## src/rtl/stdp_update_sched_if.sv

```systemverilog
`default_nettype none
// ============================================================================
// Module      : stdp_update_sched_if
// Description : Bundle of spike inputs, learning control, host weight-write
//               port, weight readout and update-report outputs for the STDP
//               update scheduler.
//               master : drives spikes, learn_en, cfg_*, rd_addr
//               slave  : drives weight_out, update_w_flag, upd_*, busy
// Revision    : 1.0 - initial release
// ============================================================================
interface stdp_update_sched_if #(
    parameter int NUM_PRE = 5,
    parameter int TW      = 8,
    parameter int WW      = 8
);
    localparam int CW = (NUM_PRE > 1) ? $clog2(NUM_PRE) : 1;

    logic [NUM_PRE-1:0] pre_spike;
    logic               post_spike;
    logic               learn_en;
    logic               cfg_we;
    logic [CW-1:0]      cfg_addr;
    logic [WW-1:0]      cfg_wdata;
    logic [CW-1:0]      rd_addr;
    logic [WW-1:0]      weight_out;
    logic               update_w_flag;
    logic [CW-1:0]      upd_chan;
    logic [TW-1:0]      upd_dt;
    logic               upd_ltd;
    logic               busy;

    modport master (
        output pre_spike, post_spike, learn_en, cfg_we, cfg_addr, cfg_wdata, rd_addr,
        input  weight_out, update_w_flag, upd_chan, upd_dt, upd_ltd, busy
    );

    modport slave (
        input  pre_spike, post_spike, learn_en, cfg_we, cfg_addr, cfg_wdata, rd_addr,
        output weight_out, update_w_flag, upd_chan, upd_dt, upd_ltd, busy
    );
endinterface
`default_nettype wire

```

## src/rtl/stdp_update_sched.sv

```systemverilog
`default_nettype none
// ============================================================================
// Module      : stdp_update_sched
// Description : STDP learning-rule scheduler. Timestamps pre/post spikes,
//               detects causal (LTP) and anti-causal (LTD) pairs inside the
//               pairing window, queues one pending update per channel and
//               direction, and serialises them round-robin through a single
//               IDLE -> CALC -> WRITE weight-update datapath.
// Ports       : clk, rst (sync, active high)
//               bus (slave) : spike inputs, learn_en, cfg write port,
//                             rd_addr/weight_out readout, update report, busy
// Revision    : 1.0 - initial release
// ============================================================================
module stdp_update_sched #(
    parameter int NUM_PRE = 5,
    parameter int TW      = 8,
    parameter int WW      = 8,
    parameter int WINDOW  = 16,
    parameter int W_INIT  = 8,
    parameter int W_MAX   = 255
) (
    input wire                 clk,
    input wire                 rst,
    stdp_update_sched_if.slave bus
);
    localparam int            CW       = (NUM_PRE > 1) ? $clog2(NUM_PRE) : 1;
    localparam logic [TW-1:0] c_window = TW'(WINDOW);
    localparam logic [WW:0]   c_w_max  = (WW+1)'(W_MAX);
    localparam logic [WW-1:0] c_w_init = WW'(W_INIT);
    localparam logic [CW-1:0] c_last   = CW'(NUM_PRE - 1);

    typedef enum logic [1:0] {
        ST_IDLE  = 2'd0,
        ST_CALC  = 2'd1,
        ST_WRITE = 2'd2
    } state_t;

    state_t             r_state, w_state_nxt;
    logic [TW-1:0]      r_pre_t  [NUM_PRE];
    logic [TW-1:0]      r_dt_ltp [NUM_PRE];
    logic [TW-1:0]      r_dt_ltd [NUM_PRE];
    logic [WW-1:0]      r_weight [NUM_PRE];
    logic [TW-1:0]      r_post_t;
    logic [NUM_PRE-1:0] r_ltp_pend, r_ltd_pend;
    logic [NUM_PRE-1:0] w_ltp_det, w_ltd_det, w_ltp_clr, w_ltd_clr;
    logic [CW-1:0]      r_rr_ptr, r_chan, r_upd_chan;
    logic [TW-1:0]      r_dt, r_upd_dt;
    logic               r_ltd, r_upd_ltd, r_flag;
    logic [WW:0]        r_delta;
    logic [WW-1:0]      r_wcur;
    logic               w_found, w_sel_ltd, w_take, w_cfg_hit;
    logic [CW-1:0]      w_sel_chan, w_idx;
    logic [TW:0]        w_span, w_delta_tw;
    logic [WW:0]        w_delta_ext, w_sum, w_dif;
    logic [WW-1:0]      w_new_w;

    // Pair detection uses the timers as they stood before this edge. A
    // simultaneous pre/post on one channel is treated as LTP only.
    generate
        for (genvar gi = 0; gi < NUM_PRE; gi++) begin : g_detect
            assign w_ltp_det[gi] = bus.post_spike & bus.learn_en & (r_pre_t[gi] < c_window);
            assign w_ltd_det[gi] = bus.pre_spike[gi] & bus.learn_en & ~bus.post_spike
                                 & (r_post_t < c_window);
        end
    endgenerate

    // Round-robin search from r_rr_ptr; LTP wins over LTD on the same channel.
    always_comb begin
        w_found    = 1'b0;
        w_sel_chan = '0;
        w_sel_ltd  = 1'b0;
        w_idx      = r_rr_ptr;
        for (int k = 0; k < NUM_PRE; k++) begin
            if (!w_found && (r_ltp_pend[w_idx] || r_ltd_pend[w_idx])) begin
                w_found    = 1'b1;
                w_sel_chan = w_idx;
                w_sel_ltd  = ~r_ltp_pend[w_idx];
            end
            w_idx = (w_idx == c_last) ? '0 : w_idx + 1'b1;
        end
    end

    always_ff @(posedge clk) begin
        if (rst) r_state <= ST_IDLE;
        else     r_state <= w_state_nxt;
    end

    always_comb begin
        w_state_nxt = r_state;
        w_take      = 1'b0;
        w_ltp_clr   = '0;
        w_ltd_clr   = '0;
        case (r_state)
            ST_IDLE: begin
                if (w_found) begin
                    w_take      = 1'b1;
                    w_state_nxt = ST_CALC;
                    if (w_sel_ltd) w_ltd_clr[w_sel_chan] = 1'b1;
                    else           w_ltp_clr[w_sel_chan] = 1'b1;
                end
            end
            ST_CALC:  w_state_nxt = ST_WRITE;
            ST_WRITE: w_state_nxt = ST_IDLE;
            default:  w_state_nxt = ST_IDLE;
        endcase
    end

    // Timers saturate at all-ones. A detection in the same cycle as the
    // scheduler clears a pending bit wins, so the update is re-queued.
    always_ff @(posedge clk) begin
        if (rst) begin
            r_post_t   <= '1;
            r_ltp_pend <= '0;
            r_ltd_pend <= '0;
            for (int i = 0; i < NUM_PRE; i++) begin
                r_pre_t[i]  <= '1;
                r_dt_ltp[i] <= '0;
                r_dt_ltd[i] <= '0;
            end
        end else begin
            r_post_t   <= bus.post_spike ? '0 : ((r_post_t == '1) ? r_post_t : r_post_t + 1'b1);
            r_ltp_pend <= w_ltp_det | (r_ltp_pend & ~w_ltp_clr);
            r_ltd_pend <= w_ltd_det | (r_ltd_pend & ~w_ltd_clr);
            for (int i = 0; i < NUM_PRE; i++) begin
                r_pre_t[i] <= bus.pre_spike[i] ? '0
                            : ((r_pre_t[i] == '1) ? r_pre_t[i] : r_pre_t[i] + 1'b1);
                if (w_ltp_det[i]) r_dt_ltp[i] <= r_pre_t[i];
                if (w_ltd_det[i]) r_dt_ltd[i] <= r_post_t;
            end
        end
    end

    // delta = ((WINDOW - dt) + 1) >> 1 in TW+1 bits, then widened to WW+1.
    assign w_span     = (TW+1)'(WINDOW) - {1'b0, r_dt} + (TW+1)'(1);
    assign w_delta_tw = w_span >> 1;

    generate
        if (TW == WW) begin : g_ext_eq
            assign w_delta_ext = w_delta_tw;
        end else if (TW < WW) begin : g_ext_pad
            assign w_delta_ext = {{(WW-TW){1'b0}}, w_delta_tw};
        end else begin : g_ext_trunc
            assign w_delta_ext = w_delta_tw[WW:0];
        end
    endgenerate

    // Saturating update; a borrow out of the WW+1 difference means below zero.
    assign w_sum   = {1'b0, r_wcur} + r_delta;
    assign w_dif   = {1'b0, r_wcur} - r_delta;
    assign w_new_w = r_ltd ? (w_dif[WW] ? '0 : w_dif[WW-1:0])
                           : ((w_sum > c_w_max) ? c_w_max[WW-1:0] : w_sum[WW-1:0]);

    // Host write to the channel being committed drops the scheduled update.
    assign w_cfg_hit = bus.cfg_we && (bus.cfg_addr == r_chan);

    always_ff @(posedge clk) begin
        if (rst) begin
            r_rr_ptr   <= '0;
            r_chan     <= '0;
            r_dt       <= '0;
            r_ltd      <= 1'b0;
            r_delta    <= '0;
            r_wcur     <= '0;
            r_flag     <= 1'b0;
            r_upd_chan <= '0;
            r_upd_dt   <= '0;
            r_upd_ltd  <= 1'b0;
            for (int i = 0; i < NUM_PRE; i++) r_weight[i] <= c_w_init;
        end else begin
            r_flag <= 1'b0;
            if (w_take) begin
                r_chan <= w_sel_chan;
                r_dt   <= w_sel_ltd ? r_dt_ltd[w_sel_chan] : r_dt_ltp[w_sel_chan];
                r_ltd  <= w_sel_ltd;
            end
            if (r_state == ST_CALC) begin
                r_delta <= w_delta_ext;
                r_wcur  <= r_weight[r_chan];
            end
            if (r_state == ST_WRITE) begin
                r_rr_ptr <= (r_chan == c_last) ? '0 : r_chan + 1'b1;
                if (!w_cfg_hit) begin
                    r_weight[r_chan] <= w_new_w;
                    r_flag           <= 1'b1;
                    r_upd_chan       <= r_chan;
                    r_upd_dt         <= r_dt;
                    r_upd_ltd        <= r_ltd;
                end
            end
            if (bus.cfg_we && (int'(bus.cfg_addr) < NUM_PRE))
                r_weight[bus.cfg_addr] <= bus.cfg_wdata;
        end
    end

    assign bus.weight_out    = (int'(bus.rd_addr) < NUM_PRE) ? r_weight[bus.rd_addr] : '0;
    assign bus.update_w_flag = r_flag;
    assign bus.upd_chan      = r_upd_chan;
    assign bus.upd_dt        = r_upd_dt;
    assign bus.upd_ltd       = r_upd_ltd;
    assign bus.busy          = (r_state != ST_IDLE) | (|r_ltp_pend) | (|r_ltd_pend);

endmodule
`default_nettype wire

```

## src/flat_wrapper.sv

```systemverilog
// flat-port wrapper written by rule: the top's interface ports become plain ports
module stdp_update_sched_flat 
#(
    parameter int NUM_PRE = 5,
    parameter int TW      = 8,
    parameter int WW      = 8,
    parameter int WINDOW  = 16,
    parameter int W_INIT  = 8,
    parameter int W_MAX   = 255
)
  (clk, rst, bus_pre_spike, bus_post_spike, bus_learn_en, bus_cfg_we, bus_cfg_addr, bus_cfg_wdata, bus_rd_addr, bus_weight_out, bus_update_w_flag, bus_upd_chan, bus_upd_dt, bus_upd_ltd, bus_busy);
  stdp_update_sched_if #(.NUM_PRE(NUM_PRE), .TW(TW), .WW(WW)) bus_i ();
  input wire clk;
  input wire rst;
  input wire logic [$bits(bus_i.pre_spike)-1:0] bus_pre_spike;
  input wire logic [$bits(bus_i.post_spike)-1:0] bus_post_spike;
  input wire logic [$bits(bus_i.learn_en)-1:0] bus_learn_en;
  input wire logic [$bits(bus_i.cfg_we)-1:0] bus_cfg_we;
  input wire logic [$bits(bus_i.cfg_addr)-1:0] bus_cfg_addr;
  input wire logic [$bits(bus_i.cfg_wdata)-1:0] bus_cfg_wdata;
  input wire logic [$bits(bus_i.rd_addr)-1:0] bus_rd_addr;
  output wire logic [$bits(bus_i.weight_out)-1:0] bus_weight_out;
  output wire logic [$bits(bus_i.update_w_flag)-1:0] bus_update_w_flag;
  output wire logic [$bits(bus_i.upd_chan)-1:0] bus_upd_chan;
  output wire logic [$bits(bus_i.upd_dt)-1:0] bus_upd_dt;
  output wire logic [$bits(bus_i.upd_ltd)-1:0] bus_upd_ltd;
  output wire logic [$bits(bus_i.busy)-1:0] bus_busy;
  assign bus_i.pre_spike = bus_pre_spike;
  assign bus_i.post_spike = bus_post_spike;
  assign bus_i.learn_en = bus_learn_en;
  assign bus_i.cfg_we = bus_cfg_we;
  assign bus_i.cfg_addr = bus_cfg_addr;
  assign bus_i.cfg_wdata = bus_cfg_wdata;
  assign bus_i.rd_addr = bus_rd_addr;
  assign bus_weight_out = bus_i.weight_out;
  assign bus_update_w_flag = bus_i.update_w_flag;
  assign bus_upd_chan = bus_i.upd_chan;
  assign bus_upd_dt = bus_i.upd_dt;
  assign bus_upd_ltd = bus_i.upd_ltd;
  assign bus_busy = bus_i.busy;
  stdp_update_sched #(.NUM_PRE(NUM_PRE), .TW(TW), .WW(WW), .WINDOW(WINDOW), .W_INIT(W_INIT), .W_MAX(W_MAX)) u_core (.clk(clk), .rst(rst), .bus(bus_i));
endmodule
```

## config.mk

```make
export PLATFORM = sky130hd
export DESIGN_NAME = stdp_update_sched_flat
export DESIGN_NICKNAME = d
export VERILOG_FILES = /design/src/rtl/stdp_update_sched_if.sv /design/src/rtl/stdp_update_sched.sv /design/src/flat_wrapper.sv
export SDC_FILE = /design/constraint.sdc
export NUM_CORES = 1
export LEC_CHECK = 0
export ABC_AREA = 1
export CELL_PAD_IN_SITES_DETAIL_PLACEMENT = 1
export CELL_PAD_IN_SITES_GLOBAL_PLACEMENT = 1
export CORE_ASPECT_RATIO = 0.6
export CORE_MARGIN = 1.5
export CORE_UTILIZATION = 45
export DETAILED_ROUTE_END_ITERATION = 10
export PLACE_DENSITY_LB_ADDON = 0.3
export SYNTH_ARGS = -nofsm -noshare
export SYNTH_HDL_FRONTEND = slang
export SYNTH_SLANG_ARGS = --single-unit
export TNS_END_PERCENT = 50
```

## constraint.sdc

```tcl
create_clock -name clk -period 4.2 [get_ports clk]
set_input_delay 0.42 -clock clk [delete_from_list [all_inputs] [get_ports clk]]
set_output_delay 0.42 -clock clk [all_outputs]
set_load 0.02 [all_outputs]
```

==> qor_table.md, run 1 <==
| Item | Reported |
| --- | --- |
| Top fanout value on the critical path | 20 |
| Detailed-route wire length | 46800 um |
| Number of nets in the layout | 1748 |
| Clock Sinks | 248 |
| DR WL/cell | 22.1 um |
| Part of the power in combinational logic | 53.8% |
| Post-layout min period | 3870 ps |
| Layout cell share with drive strength beyond 1 | 7.65% |
| Share of the clock period used by the worst path after layout | 92.2% |
| Post-layout instance count excluding filler cells | 2113 |
| Quantity of I/O buffers inserted on ports | 45 |
| Critical path type | reg -> reg |
| Number of iterations in the first detailed-routing pass | 5 |
| Synthesized area | 13300 um^2 |
| Number of global-route vias before repair | 12100 |
| GR Util All Layers | 31.0% |
| Placer's final routability congestion estimate | 0.940 |
| Tightest hold margin | 374 ps |
| Final setup vio count | 0 |
| Largest incremental delay on the critical path | 400 ps |
| Number of buffers created by CTS | 26 |
| Post-synthesis area per instance | 8.18 um^2 |
| Critical path arrival | 4370 ps |
| Sum of overflow across all layers after global routing | 0 |
| Critical Path End Type | flip-flop |
| Worst slew margin | 43.7% |
| Kind of start point of the critical path | flip-flop |
| Syn. warnings | 0 |
| Actual transition at the worst max-transition pin | 841 ps |
| Design internal power | 6250 uW |
| Synth Instances | 1623 |
| Via count | 12300 |
| Core area | 28900 um^2 |
| # placed instances | 2061 |
| Latest clock arrival within the worst-skew pair | 570 ps |
| Reported net switching power | 5910 uW |
| TritonCTS clock tree | yes |
| Height of the die | 136 um |
| Outcome | finished clean |
| Maximum number of pins on one net before global-route repair | 54 |
| Slew Viols, Final | 0 |
| Clock slew at reported path FFs | 60 ps |
| Initial drt markers | 1412 |
| Hold bufs inserted after CTS | 0 |
| Total leakage power | 0.00679 uW |
| Count of pins on the block boundary | 46 |
| Max-cap violations | 0 |
| H-tree levels | 1 |
| Layout overhead on the synthesized area | 14.7% |
| Most used cell along the critical path | sky130_fd_sc_hd__nand2_1 |
| Cell with the largest stage delay on the worst path | sky130_fd_sc_hd__dfxtp_2 |
| Cell type contributing the most total cell area after synthesis | sky130_fd_sc_hd__edfxtp_1 |
| Antenna violations before repair | 1 |
| Synth top area share | 32.6% |
| Die area | 30600 um^2 |
| Cell types with the largest area share after synthesis | sky130_fd_sc_hd__edfxtp_1 (33%), sky130_fd_sc_hd__dfxtp_1 (16%), sky130_fd_sc_hd__nand2_1 (8.7%), sky130_fd_sc_hd__inv_1 (7.1%), sky130_fd_sc_hd__nand3_1 (6.6%) |
| Fmax achieved | 258 MHz |
| Fin worst setup slack | 326 ps |
| Family of cells with the greatest summed delay on the critical path | simple AND/OR/NAND/NOR gates |
| Chip width | 225 um |
| Power after layout | 12200 uW |
| Final setup skew | 30.0 ps |
| Cell area power density | 800 nW/um^2 |
| Maximum resistive drop on vdd | 0.639 mV |
| Unrepaired setup endpoints after global routing | false |
| Worst setup timing slack at the placement stage | 216 ps |
| Data required, critical path | 4690 ps |
| Clock Tree Buf Depth | 3 |
| Global-route wire length before repair | 71900 um |
| Buffer type at the clock tree root | sky130_fd_sc_hd__clkbuf_16 |
| DR DRC count | 0 |
| Number of flip-flops and latches in the synthesized netlist | 248 |
| Proportion of total power due to net switching | 48.6% |
| Starting Density | 45.9% |
| Sum of net half-perimeters after detailed placement | 35800 um |
| HP Class | in -> reg |
| Synth cell types | 55 |
| Seq pwr share | 25.7% |
| Number of nets with antenna violations after detailed routing | 0 |
| Floorplan row count | 48 |
| Final-report hold violation count | 0 |
| Proportion of synthesized chip area in sequential cells | 48.3% |
| Clock Power Share | 20.5% |
| Summed negative setup slack over all endpoints | 0 ps |
| Bufs and invs on worst path | 5 |
| Via density per instance | 5.80 |
[logic make-up (layout without fill, tap and decap cells)]
family                     Yosys count  after routing  synth area share (%)
AOI/OAI and AO/OA                  325            325                  14.5
xor gates and xnor gates            16             16                  1.06
adders and majority gates           32             32                  3.13
buffers and inverters              323            391                  9.65
DFF                                248            248                  48.3
other                                1             21                0.0283
and+or+nand+nor                    678            680                  23.4
[metrics by stage]
stage | area [um^2] | util (%)
2_1_floorplan | 13300 | -
3_3_place_gp | 14200 | 49.3
3_5_place_dp | 14200 | 49.3
4_1_cts | 15100 | 52.4
5_1_grt | 15200 | 52.7
6_report | 15200 | 52.7
[timing repair]
action / in CTS / in global routing
endpoints found under the setup margin: 0 / 23
resized for setup: 0 / 10
buffers inserted: 0 / 1
[cell type report]
cell class                      count  area, um^2
Fill cell                        3452       13700
Clock buffer                       32         683
Inverter                          268        1010
Antenna cell                        1        2.50
Clock inverter                     16         224
Timing Repair Buffer               75         682
Sequential cell                   248        6410
Tap cell                          400         500
Multi-Input combinational cell   1073        5700
[registers in the layout (all words and copies together), names as in the netlist]
signal / count
u_core.r_ltd_pend: 5
u_core.r_delta: 8
u_core.r_wcur: 8
u_core.r_ltp_pend: 5
u_core.r_chan: 3
u_core.r_dt_ltd: 40
u_core.bus.upd_chan: 3
u_core.r_dt_ltp: 40
u_core.r_dt: 8
u_core.r_pre_t: 40
u_core.r_state: 2
u_core.r_post_t: 8
u_core.bus.upd_ltd: 1
u_core.r_ltd: 1
u_core.r_rr_ptr: 3
u_core.bus.update_w_flag: 1
u_core.bus.upd_dt: 8
u_core.r_weight: 64
[power groups by stage]
stage | Combinational, uW | Sequential, uW | Clock (uW)
6_report | 6540 | 3130 | 2490
3_5_place_dp | 6060 | 3170 | 0
4_1_cts | 6130 | 3120 | 2530
5_1_grt | 7180 | 3150 | 2620
3_3_place_gp | 5850 | 3150 | 0
2_1_floorplan | 4340 | 3090 | 0
[cell usage in the layout, fill, tap and decap left out, types with 4 or more instances in the layout]
master and instances:
sky130_fd_sc_hd__nand2_4 7, sky130_fd_sc_hd__clkbuf_1 5, sky130_fd_sc_hd__a22o_1 5, sky130_fd_sc_hd__inv_1 251, sky130_fd_sc_hd__o211ai_1 16, sky130_fd_sc_hd__o32ai_1 4, sky130_fd_sc_hd__o311ai_0 4, sky130_fd_sc_hd__nor2_4 4
sky130_fd_sc_hd__a21oi_1 95, sky130_fd_sc_hd__inv_2 11, sky130_fd_sc_hd__o31ai_1 14, sky130_fd_sc_hd__xnor2_1 7, sky130_fd_sc_hd__o22ai_1 33, sky130_fd_sc_hd__o21ai_0 101, sky130_fd_sc_hd__nor3_1 19, sky130_fd_sc_hd__clkbuf_16 26
sky130_fd_sc_hd__o21ai_1 12, sky130_fd_sc_hd__nor2_1 97, sky130_fd_sc_hd__edfxtp_1 144, sky130_fd_sc_hd__nor4_1 6, sky130_fd_sc_hd__clkinv_2 4, sky130_fd_sc_hd__nand2_2 15, sky130_fd_sc_hd__nand3_2 8, sky130_fd_sc_hd__a211oi_1 6
sky130_fd_sc_hd__nand2_1 309, sky130_fd_sc_hd__nand4_1 13, sky130_fd_sc_hd__nand3b_1 22, sky130_fd_sc_hd__ha_1 30, sky130_fd_sc_hd__dfxtp_1 103, sky130_fd_sc_hd__conb_1 20, sky130_fd_sc_hd__a22oi_1 4, sky130_fd_sc_hd__xor2_1 9
sky130_fd_sc_hd__bufinv_16 5, sky130_fd_sc_hd__a31oi_1 8, sky130_fd_sc_hd__buf_4 28, sky130_fd_sc_hd__nand3_1 174, sky130_fd_sc_hd__o221ai_1 8, sky130_fd_sc_hd__clkdlybuf4s50_1 44, sky130_fd_sc_hd__clkinv_1 7
[metal layers]
metal  GRT usage (%)  vias up  routed length, um
met5               0        -                  0
met4            4.85        0                546
met3            9.36       46               5380
met2            42.1      511              18200
met1            48.3     6085              22700
li1                -     5615                  -
[Yosys cell counts (all sizes together)]
| master | number |
|---|---|
| a211oi | 6 |
| a21boi | 1 |
| a21o | 1 |
| a21oi | 97 |
| a221oi | 2 |
| a22o | 5 |
| a22oi | 4 |
| a311oi | 1 |
| a31o | 2 |
| a31oi | 9 |
| and3 | 1 |
| buf | 22 |
| clkbuf | 33 |
| clkinv | 4 |
| conb | 1 |
| dfxtp | 104 |
| edfxtp | 144 |
| fa | 2 |
| ha | 30 |
| inv | 264 |
| nand2 | 332 |
| nand3 | 183 |
| nand3b | 22 |
| nand4 | 13 |
| nor2 | 102 |
| nor3 | 19 |
| nor4 | 6 |
| o2111ai | 1 |
| o211ai | 16 |
| o21ai | 114 |
| o21bai | 2 |
| o221ai | 9 |
| o22ai | 33 |
| o311ai | 4 |
| o31ai | 14 |
| o32ai | 4 |
| xnor2 | 7 |
| xor2 | 9 |
[final timing paths]
path	from	depth (start not counted)	end	slack, ps
hold reg to reg	u_core.bus.upd_dt[6]	2	u_core.bus.upd_dt[6]	490
hold / removal	rst	2	u_core.r_delta[6]	370
setup reg to reg	u_core.r_rr_ptr[1]	25	u_core.r_dt[3]	330
setup / recovery	u_core.r_rr_ptr[1]	25	u_core.r_dt[3]	330
Power figures use the tool's default switching activity.
==> run 2: changes to the inputs <==
- CTS_BUF_LIST: default -> sky130_fd_sc_hd__clkbuf_8
- clock period: 4.2 -> 3.75 ns (I/O delays scaled with it)
==> run 2 against run 1 <==
Compared with the run above:
- final area up 2.0%
- count of clock-buffer cells in the layout up 13
- clock skew up 1.2 ps
- combinational power up 25%
- flip-flop and latch count unchanged
- largest cell class unchanged
- total power up 15%
- cell count up 3.0%
- clock power down 8.4%
==> qor_table.md, run 2 (synthesis results as in run 1) <==
| Item | Reported | vs previous |
| --- | --- | --- |
| Worst slew margin | 38.6% | was 43.7% |
| Data required, critical path | 4230 ps | was 4690 ps |
| Count of pins on the block boundary | 46 | unchanged |
| Layout cell share with drive strength beyond 1 | 10.8% | was 7.65% |
| Height of the die | 136 um | unchanged |
| Leading cell type in the layout, fill and taps excluded | sky130_fd_sc_hd__nand2_1 | unchanged |
| Final setup vio count | 0 | unchanged |
| Die area | 30600 um^2 | unchanged |
| Number of diodes | 0 | was 1 |
| Flip-flop count of the largest register, all copies and words added | 64 | unchanged |
| Bufs and invs on worst path | 4 | was 5 |
| Setup slack of the most critical reg-to-reg path | 170 ps | was 330 ps |
| Power after layout | 14000 uW | was 12200 uW |
| DR WL/cell | 22.4 um | was 22.1 um |
| Max-cap violations | 0 | unchanged |
| Via count | 12600 | was 12300 |
| Post-layout min period | 3580 ps | was 3870 ps |
| Number of global-route vias before repair | 12300 | was 12100 |
| Hold path startpoint | rst | unchanged |
| H-tree levels | 2 | was 1 |
| Final setup skew | 31.2 ps | was 30.0 ps |
| Most used cell along the critical path | sky130_fd_sc_hd__nand2_1 | unchanged |
| Most frequent cells in the layout | sky130_fd_sc_hd__nand2_1 (305), sky130_fd_sc_hd__inv_1 (263), sky130_fd_sc_hd__nand3_1 (173) | was sky130_fd_sc_hd__nand2_1 (309), sky130_fd_sc_hd__inv_1 (251), sky130_fd_sc_hd__nand3_1 (174) |
| Largest incremental delay on the critical path | 370 ps | was 400 ps |
| Number of buffers created by CTS | 40 | was 26 |
| Actual transition at the worst max-transition pin | 912 ps | was 841 ps |
| Cell with the largest stage delay on the worst path | sky130_fd_sc_hd__dfxtp_4 | was sky130_fd_sc_hd__dfxtp_2 |
| Slew Viols, Final | 0 | unchanged |
| Outcome | finished clean | unchanged |
| Critical Path End Type | flip-flop | unchanged |
| Cell area power density | 899 nW/um^2 | was 800 nW/um^2 |
| Sum of overflow across all layers after global routing | 0 | unchanged |
| Via density per instance | 5.81 | was 5.80 |
| Latest clock arrival within the worst-skew pair | 580 ps | was 570 ps |
| Starting Density | 45.9% | unchanged |
| Top fanout value on the critical path | 12 | was 20 |
| Placer's final routability congestion estimate | 0.939 | was 0.940 |
| Total leakage power | 0.00702 uW | was 0.00679 uW |
| Worst reg2reg startpoint | u_core.r_rr_ptr[0] | was u_core.r_rr_ptr[1] |
| Critical path type | reg -> reg | unchanged |
| Endpoint of the worst hold-timing path | u_core.r_pre_t[0][35] | was u_core.r_delta[6] |
| Post-layout instance count excluding filler cells | 2176 | was 2113 |
| Buffer type at the clock tree root | sky130_fd_sc_hd__clkbuf_8 | was sky130_fd_sc_hd__clkbuf_16 |
| Quantity of I/O buffers inserted on ports | 45 | unchanged |
| Global-route wire length before repair | 73000 um | was 71900 um |
| Number of nets in the layout | 1801 | was 1748 |
| Fmax achieved | 280 MHz | was 258 MHz |
| Final-report hold violation count | 0 | unchanged |
| Chip width | 225 um | unchanged |
| Floorplan row count | 48 | unchanged |
| Antenna violations before repair | 1 | unchanged |
| Core area | 28900 um^2 | unchanged |
| Final core utilization | 53.7% | was 52.7% |
| Depth of the critical timing path with buffers and inverters included | 27 | was 25 |
| Maximum number of pins on one net before global-route repair | 41 | was 54 |
| Unrepaired setup endpoints after global routing | true | was false |
| Biggest register | u_core.r_weight | unchanged |
| Instance count along the most critical hold path | 3 | was 2 |
| Number of nets with antenna violations after detailed routing | 0 | unchanged |
| Share of the clock period used by the worst path after layout | 95.4% | was 92.2% |
| Hold bufs inserted after CTS | 0 | unchanged |
| # placed instances | 2073 | was 2061 |
| GR Util All Layers | 31.6% | was 31.0% |
| Maximum resistive drop on vdd | 0.719 mV | was 0.639 mV |
| Detailed-route wire length | 48800 um | was 46800 um |
| Number of iterations in the first detailed-routing pass | 5 | unchanged |
| DR DRC count | 0 | unchanged |
| HP Class | in -> reg | unchanged |
| Initial drt markers | 1513 | was 1412 |
| End of the worst register-to-register path | u_core.r_dt[7] | was u_core.r_dt[3] |
| Clock slew at reported path FFs | 70 ps | was 60 ps |
| Critical path arrival | 4060 ps | was 4370 ps |
| Sum of net half-perimeters after detailed placement | 35700 um | was 35800 um |
| Clock Sinks | 248 | unchanged |
| Family of cells with the greatest summed delay on the critical path | simple AND/OR/NAND/NOR gates | unchanged |
| Clock Tree Buf Depth | 3 | unchanged |
| Kind of start point of the critical path | flip-flop | unchanged |
| Number of cells on the worst reg-to-reg path | 27 | was 25 |
| TritonCTS clock tree | yes | unchanged |
| Layout overhead on the synthesized area | 17.0% | was 14.7% |
-- run 2: changes by cell type in the layout (fill, tap and decap cells not counted), moves of 12 or more --
cell	previous run	this run
sky130_fd_sc_hd__clkbuf_8	1	45
sky130_fd_sc_hd__buf_4	28	61
sky130_fd_sc_hd__clkbuf_16	26	2
sky130_fd_sc_hd__inv_1	251	263
-- run 2: stage by stage --
stage | hold slack (ps) | setup slack [ps] | instance area, um^2 | setup TNS, ps
2_1_floorplan | 458 | 526 | 13300 | 0
3_3_place_gp | 473 | 138 | 14300 | 0
3_5_place_dp | 494 | -93.8 | 14300 | -636
4_1_cts | 212 | 8.61 | 15200 | 0
5_1_grt | 256 | -37.3 | 15500 | -132
6_report | 251 | 173 | 15500 | 0
-- run 2: final cells by class --
class,count,area (um^2)
clock buffer,45,619
clock inverter,28,119
fill,3530,13400
inverter,268,1010
multi-input combinational,1073,5810
sequential,248,6410
tap,400,500
timing repair buffer,114,1050
-- run 2: worst max path at each step --
| stage | endpoint | from | slack (ps) |
|---|---|---|---|
| global placement | u_core.r_dt[7] | u_core.r_rr_ptr[0] | 140 |
| global route | u_core.r_dt[7] | u_core.r_rr_ptr[1] | -40 |
| CTS | u_core.r_dt[7] | u_core.r_rr_ptr[0] | 9 |
| detailed placement | u_core.r_dt[3] | u_core.r_rr_ptr[0] | -90 |
| floorplan | u_core.r_dt[7] | u_core.r_rr_ptr[0] | 530 |
| finish | u_core.r_dt[7] | u_core.r_rr_ptr[0] | 170 |
-- run 2: worst min-delay path, stage by stage --
cell,delay [ps]
sky130_fd_sc_hd__buf_2,100
sky130_fd_sc_hd__inv_2,200
sky130_fd_sc_hd__nand2_1,130
-- run 2: what timing repair did --
action / 4_1_cts / 5_1_grt
resized for setup: 12 / 24
gates cloned: 1 / 4
endpoints found under the hold margin: 0 / 0
pin swaps: 3 / 12
setup endpoints to repair: 11 / 34
buffers inserted: 4 / 21
-- run 2: metal layers --
metal	up-vias	global-route usage [%]	part of all wire, %
li1	5740	-	-
met1	6195	48.0	47
met2	602	42.3	39
met3	93	11.1	12
met4	2	6.75	1.9
met5	-	0	0.027
-- run 2: report_power, final --
group	total [uW]	switching [uW]	internal, uW
registers	3500	267	3240
clock network	2280	1180	1100
logic	8180	5510	2670
total	14000	6950	7010
